### src/rtl/pipe_add_atr_pkg.sv
// ============================================================================
// Module   : pipe_add_atr_pkg
// Brief    : Shared defaults, stage control record and offset helpers.
// Revision : 1.0 - initial release
// ============================================================================
`default_nettype none

package pipe_add_atr_pkg;

    localparam int W_DEF      = 16;
    localparam int STAGES_DEF = 4;

    typedef struct packed {
        logic valid;
        logic carry;
    } stage_ctl_t;

    function automatic int chunk_width(input int w, input int stages);
        return w / stages;
    endfunction

    // Stage k keeps (k+1) finished sum chunks; offsets pack them back to back.
    function automatic int lo_off(input int k, input int cw);
        return (cw * k * (k + 1)) / 2;
    endfunction

    // Stage k keeps W-(k+1)*CW not-yet-added operand bits.
    function automatic int hi_off(input int k, input int w, input int cw);
        return (k * w) - ((cw * k * (k + 1)) / 2);
    endfunction

endpackage

`default_nettype wire

### src/rtl/pipe_add_atr_chunk.sv
// ============================================================================
// Module   : pipe_add_atr_chunk
// Brief    : CW-bit combinational adder slice with carry out and carry into MSB.
// Revision : 1.0 - initial release
// ============================================================================
`default_nettype none

module pipe_add_atr_chunk #(
    parameter int CW = 4
) (
    input  logic [CW-1:0] a,
    input  logic [CW-1:0] b,
    input  logic          cin,
    output logic [CW-1:0] sum,
    output logic          cout,
    output logic          c_msb
);

    logic [CW:0] w_full;

    assign w_full = {1'b0, a} + {1'b0, b} + {{CW{1'b0}}, cin};
    assign sum    = w_full[CW-1:0];
    assign cout   = w_full[CW];
    assign c_msb  = sum[CW-1] ^ a[CW-1] ^ b[CW-1];

endmodule

`default_nettype wire

### src/rtl/pipe_add_atr.sv
// ============================================================================
// Module   : pipe_add_atr
// Brief    : Pipelined W-bit add/sub, one carry chunk per stage, valid/ready.
//            Define PIPE_ADD_ATR_SAT_EN for saturation (sat_mode in, sat out).
// Revision : 1.0 - initial release
// ============================================================================
`default_nettype none

module pipe_add_atr
    import pipe_add_atr_pkg::*;
#(
    parameter int W      = W_DEF,
    parameter int STAGES = STAGES_DEF
) (
    input  logic         clk,
    input  logic         rst_n,
    input  logic         in_valid,
    output logic         in_ready,
    input  logic [W-1:0] a,
    input  logic [W-1:0] b,
    input  logic         ci,
    input  logic         sub,
`ifdef PIPE_ADD_ATR_SAT_EN
    input  logic         sat_mode,
    output logic         sat,
`endif
    output logic         out_valid,
    input  logic         out_ready,
    output logic [W-1:0] sum,
    output logic         co,
    output logic         ovf
);

    localparam int CW    = chunk_width(W, STAGES);
    localparam int TOT_S = lo_off(STAGES, CW);
    localparam int TOT_A = (STAGES > 1) ? hi_off(STAGES, W, CW) : 1;
    localparam int OPN   = (STAGES > 1) ? STAGES - 1 : 1;

    stage_ctl_t [STAGES-1:0] r_ctl;
    logic [TOT_S-1:0]        r_sum_all;
    logic [TOT_A-1:0]        r_a_all;
    logic [TOT_A-1:0]        r_b_all;
    logic                    r_ovf;
    logic [STAGES:0]         w_adv;
    logic [W-1:0]            w_beff;
`ifdef PIPE_ADD_ATR_SAT_EN
    logic [OPN-1:0]          r_sub;
    logic [OPN-1:0]          r_smode;
    logic                    r_sat;
`endif

    // Advance ripples back from the consumer; an empty stage always advances.
    always_comb begin
        w_adv         = '0;
        w_adv[STAGES] = out_ready;
        for (int k = STAGES - 1; k >= 0; k--) begin
            w_adv[k] = ~r_ctl[k].valid | w_adv[k+1];
        end
    end

    assign in_ready = w_adv[0];
    assign w_beff   = sub ? ~b : b;

    for (genvar k = 0; k < STAGES; k++) begin : g_stage
        localparam int LO     = (k + 1) * CW;
        localparam int LO_OFF = lo_off(k, CW);

        logic [CW-1:0] w_ca;
        logic [CW-1:0] w_cb;
        logic [CW-1:0] w_cs;
        logic          w_cin;
        logic          w_cout;
        logic          w_cmsb;
        logic          w_vin;
        logic [LO-1:0] w_lo_next;
        logic [LO-1:0] w_lo_store;
`ifdef PIPE_ADD_ATR_SAT_EN
        logic          w_sub_in;
        logic          w_smode_in;
`endif

        if (k == 0) begin : g_first
            assign w_ca      = a[CW-1:0];
            assign w_cb      = w_beff[CW-1:0];
            assign w_cin     = sub | ci;
            assign w_vin     = in_valid;
            assign w_lo_next = w_cs;
`ifdef PIPE_ADD_ATR_SAT_EN
            assign w_sub_in   = sub;
            assign w_smode_in = sat_mode;
`endif
        end else begin : g_next
            localparam int P_HI = hi_off(k - 1, W, CW);
            assign w_ca      = r_a_all[P_HI +: CW];
            assign w_cb      = r_b_all[P_HI +: CW];
            assign w_cin     = r_ctl[k-1].carry;
            assign w_vin     = r_ctl[k-1].valid;
            assign w_lo_next = {w_cs, r_sum_all[lo_off(k - 1, CW) +: k * CW]};
`ifdef PIPE_ADD_ATR_SAT_EN
            assign w_sub_in   = r_sub[k-1];
            assign w_smode_in = r_smode[k-1];
`endif
        end

        pipe_add_atr_chunk #(.CW(CW)) u_chunk (
            .a     (w_ca),
            .b     (w_cb),
            .cin   (w_cin),
            .sum   (w_cs),
            .cout  (w_cout),
            .c_msb (w_cmsb)
        );

        if (k < STAGES - 1) begin : g_mid
            localparam int HI     = W - (k + 1) * CW;
            localparam int HI_OFF = hi_off(k, W, CW);
            logic [HI-1:0] w_ahi;
            logic [HI-1:0] w_bhi;
            logic          w_unused;

            if (k == 0) begin : g_src_in
                assign w_ahi = a[W-1:CW];
                assign w_bhi = w_beff[W-1:CW];
            end else begin : g_src_pipe
                assign w_ahi = r_a_all[hi_off(k - 1, W, CW) + CW +: HI];
                assign w_bhi = r_b_all[hi_off(k - 1, W, CW) + CW +: HI];
            end

            assign w_lo_store = w_lo_next;
            assign w_unused   = w_cmsb;

            always_ff @(posedge clk or negedge rst_n) begin
                if (!rst_n) begin
                    r_a_all[HI_OFF +: HI] <= '0;
                    r_b_all[HI_OFF +: HI] <= '0;
`ifdef PIPE_ADD_ATR_SAT_EN
                    r_sub[k]              <= 1'b0;
                    r_smode[k]            <= 1'b0;
`endif
                end else if (w_adv[k]) begin
                    r_a_all[HI_OFF +: HI] <= w_ahi;
                    r_b_all[HI_OFF +: HI] <= w_bhi;
`ifdef PIPE_ADD_ATR_SAT_EN
                    r_sub[k]              <= w_sub_in;
                    r_smode[k]            <= w_smode_in;
`endif
                end
            end
        end else begin : g_last
            logic w_ovf_raw;
            assign w_ovf_raw = w_cmsb ^ w_cout;
`ifdef PIPE_ADD_ATR_SAT_EN
            logic         w_sat;
            logic [W-1:0] w_sat_sum;

            // Top chunk of A is still in w_ca here, so its MSB picks the rail.
            always_comb begin
                w_sat     = 1'b0;
                w_sat_sum = w_lo_next;
                if (w_smode_in) begin
                    if (w_ovf_raw) begin
                        w_sat     = 1'b1;
                        w_sat_sum = w_ca[CW-1] ? {1'b1, {(W-1){1'b0}}} : {1'b0, {(W-1){1'b1}}};
                    end
                end else if (!w_sub_in && w_cout) begin
                    w_sat     = 1'b1;
                    w_sat_sum = '1;
                end else if (w_sub_in && !w_cout) begin
                    w_sat     = 1'b1;
                    w_sat_sum = '0;
                end
            end

            assign w_lo_store = w_sat_sum;

            always_ff @(posedge clk or negedge rst_n) begin
                if (!rst_n)        r_sat <= 1'b0;
                else if (w_adv[k]) r_sat <= w_vin & w_sat;
            end
`else
            assign w_lo_store = w_lo_next;
`endif
            always_ff @(posedge clk or negedge rst_n) begin
                if (!rst_n)        r_ovf <= 1'b0;
                else if (w_adv[k]) r_ovf <= w_vin & w_ovf_raw;
            end
        end

        always_ff @(posedge clk or negedge rst_n) begin
            if (!rst_n) begin
                r_ctl[k]                <= '0;
                r_sum_all[LO_OFF +: LO] <= '0;
            end else if (w_adv[k]) begin
                r_ctl[k].valid          <= w_vin;
                r_ctl[k].carry          <= w_vin & w_cout;
                r_sum_all[LO_OFF +: LO] <= w_vin ? w_lo_store : '0;
            end
        end
    end

    assign out_valid = r_ctl[STAGES-1].valid;
    assign co        = r_ctl[STAGES-1].carry;
    assign ovf       = r_ovf;
    assign sum       = r_sum_all[lo_off(STAGES - 1, CW) +: W];
`ifdef PIPE_ADD_ATR_SAT_EN
    assign sat       = r_sat;
`endif

endmodule

`default_nettype wire

### config.mk
export PLATFORM = sky130hd
export DESIGN_NAME = pipe_add_atr
export DESIGN_NICKNAME = d
export VERILOG_FILES = /design/src/rtl/pipe_add_atr_pkg.sv /design/src/rtl/pipe_add_atr_chunk.sv /design/src/rtl/pipe_add_atr.sv
export SDC_FILE = /design/constraint.sdc
export NUM_CORES = 1
export LEC_CHECK = 0
export CAP_MARGIN = 20
export CELL_PAD_IN_SITES_DETAIL_PLACEMENT = 1
export CELL_PAD_IN_SITES_GLOBAL_PLACEMENT = 2
export CORE_AREA = 4 4 87 150
export DETAILED_ROUTE_END_ITERATION = 12
export DIE_AREA = 0 0 91 154
export PLACE_DENSITY = 0.85
export SYNTH_ARGS = -nofsm -noshare
export SYNTH_HDL_FRONTEND = slang
export SYNTH_SLANG_ARGS = --single-unit
### constraint.sdc
create_clock -name clk -period 6.22 [get_ports clk]
set_clock_uncertainty 0.2 [all_clocks]
set_input_delay 0.933 -clock clk [delete_from_list [all_inputs] [get_ports clk]]
set_output_delay 0.933 -clock clk [all_outputs]
set_load 0.1 [all_outputs]
==> results.json <==
{
  "io_buffers": 57,
  "wl_um": 8660,
  "ys_seq_area_share_pct": 55.2,
  "synth_ff_type": "dfrtp_1",
  "ys_types": 33,
  "ir_drop_v": 0.000142,
  "m1WireLength_um": 3390,
  "fin_nets": 547,
  "core_area_sq_um": 11900,
  "drt-pass1-iter-count": 4,
  "max-slew-margin-rel_pct": 33.8,
  "clk_latency_ps": 340,
  "mostFrequentLayoutCells": "nand2_1, dfrtp_1, clkdlybuf4s50_1, o21ai_0, nand3_1",
  "diodes": 0,
  "crit_fanout": 47,
  "leakage_nw": 2.51,
  "fin_crit_sh_pct": 71.6,
  "vias": 3050,
  "critPathSlowestCell": "clkdlybuf4s50_1",
  "track_usage_pct": 13.3,
  "cts_buffers": 9,
  "worst_ep_arrival_time_ps": 3320,
  "ant_nets": 0,
  "cpMostUsedCell": "clkdlybuf4s50_1",
  "highest_layer": "met4",
  "wl_met2_um": 4850,
  "hold_path.class": "input pin to asynchronous set/reset pin",
  "overflow": 0,
  "cts_root_buf": "clkbuf_16",
  "tightestPinTransition_ps": 990,
  "crit_required_ps": 5090,
  "die_area_sq_um": 14000,
  "seq_area_sq_um": 2430,
  "synth_cells": 442,
  "multi_input_area_sq_um": 1820,
  "finalCriticalPeriod_ps": 4450,
  "fin_setup_tns_ps": 0,
  "final_common_cell": "nand2_1",
  "hold_buffers": 0,
  "cts_tree": "done",
  "hold_viol": 0,
  "async_flop_share_pct": 100,
  "fmax_ghz": 0.225,
  "fp-row-count": 53,
  "r2r-end": "g_stage[2].w_lo_next[6]",
  "htreeDepth": 3,
  "setup_viol": 0,
  "syn_nets": 500,
  "worstPathCellList": "clkdlybuf4s50_1 > and3b_1 > and3_4 > inv_1 > clkdlybuf4s50_1",
  "max_stage_delay_ps": 1000,
  "wl_per_cell_um": 13.7,
  "cts.sinks": 97,
  "via_per_inst": 4.83,
  "status": "finished clean",
  "cp-end-kind": "output port",
  "clockBufferDepth": 2,
  "reg2reg_depth": 5,
  "crit_type": "input pin to output port",
  "yosysWarnings": 0,
  "met3WireLength_um": 229,
  "syn2layout_area_growth_pct": 21.8,
  "rr_startpoint": "g_stage[3].w_vin",
  "grt_pass1_wl_um": 15400,
  "slew_viol_final": 0,
  "clk_transition_reported_paths_ps": 60,
  "cap_violations": 0,
  "dp.cells": 615,
  "synth-edff-count": 0,
  "ys_seq_elements": 97,
  "nFillCells": 1356,
  "drive_gt1_share_pct": 7.29,
  "postCtsSetupBuffers": 0,
  "die_height_um": 154,
  "place.gp.congestion": 0.720,
  "grt_setup_unrepaired": "false",
  "avgSynthCellArea_sq_um": 9.95,
  "hpwl_um": 6500,
  "rrSetupSlack_ps": 3530,
  "drcViolationCount": 0,
  "grt_max_degree": 79,
  "grt_antenna_before_repair": 0,
  "instances_no_fill": 631,
  "drtIter0Drc": 72,
  "ios": 58,
  "grt_pass1_vias": 3395,
  "synth_area_sq_um": 4400,
  "initial_core_util_pct": 36.9,
  "cp-start-kind": "input pin",
  "die_w_um": 91,
  "cts_resized": 0,
  "powerDensity_nw_per_um2": 405
}
cell type report:
type,count,share of cell area [%]
clock inverters,7,1.77
inverters,7,0.490
flip-flops and latches,97,45.3
well taps,137,3.20
clock buffers,9,4.20
multi-input cells,314,34.0
repair buffers,60,11.0
metrics by stage:
stage	area, sq um	util [%]	total power (W)	worst slack (ps)	hold slack, ps
after floorplan	4400	-	0.00141	2790	239
after global placement	5040	42.2	0.00158	1820	252
after detailed placement	5040	42.2	0.00161	1770	257
after CTS	5360	44.9	0.00221	1740	254
after global routing	5360	44.9	0.00231	1620	269
final	5360	44.9	0.00217	1770	259
report_power, final:
part / internal [W] / switching (W)
combinational: 0.000233 / 0.000500
sequential: 0.000767 / 0.0000885
clock: 0.000352 / 0.000232
cells by family after synthesis:
group / synth area share [%]
AOI/OAI and AO/OA: 8.13
xor gates and xnor gates: 4.58
adders and majority gates: 7.05
buffers and inverters: 3.36
DFF: 55.2
muxes: 3.07
and+or+nand+nor: 18.6
synthesized netlist by cell type (3+ instances only):
master	number	area share (%)
a21oi_1	7	0.80
ha_1	12	3.4
fa_1	8	3.6
clkbuf_1	12	1.0
nand2_1	166	14
o31ai_1	8	1.4
buf_6	3	0.77
mux2_2	12	3.1
a21o_1	6	1.0
xor2_1	7	1.4
dfrtp_1	97	55
inv_1	7	0.60
nand3_1	22	2.5
xnor2_1	16	3.2
o21ai_0	29	3.3
buf_2	7	0.80
how the worst max path moves through the flow:
| stage | from | endpoint | slack (ps) |
|---|---|---|---|
| floorplan | out_ready | in_ready | 2790 |
| global placement | out_ready | in_ready | 1820 |
| detailed placement | out_ready | in_ready | 1770 |
| CTS | out_ready | in_ready | 1740 |
| global route | out_ready | in_ready | 1620 |
| finish | out_ready | in_ready | 1770 |
worst max-delay path, delay by kind of cell:
family                 cells  cell delay [ps]
buffers and inverters      3             1580
and+or+nand+nor            2              790
metal layers:
metal	vias up	GRT usage (%)
li1	1539	-
met1	1448	14.1
met2	50	25.4
met3	13	2.15
met4	0	6.04
met5	-	0
sequential cells by signal, summed over array words and instances (netlist names):
register,cells
g_stage.g_mid.w_ahi,12
g_stage.w_lo_next,24
ovf,1
g_stage.w_cin,3
out_valid,1
g_stage.w_vin,3
g_stage.w_cb,12
g_stage.w_ca,12
co,1
sum,16
g_stage.g_mid.w_bhi,12
No activity file was read; power rests on OpenSTA's default activity.
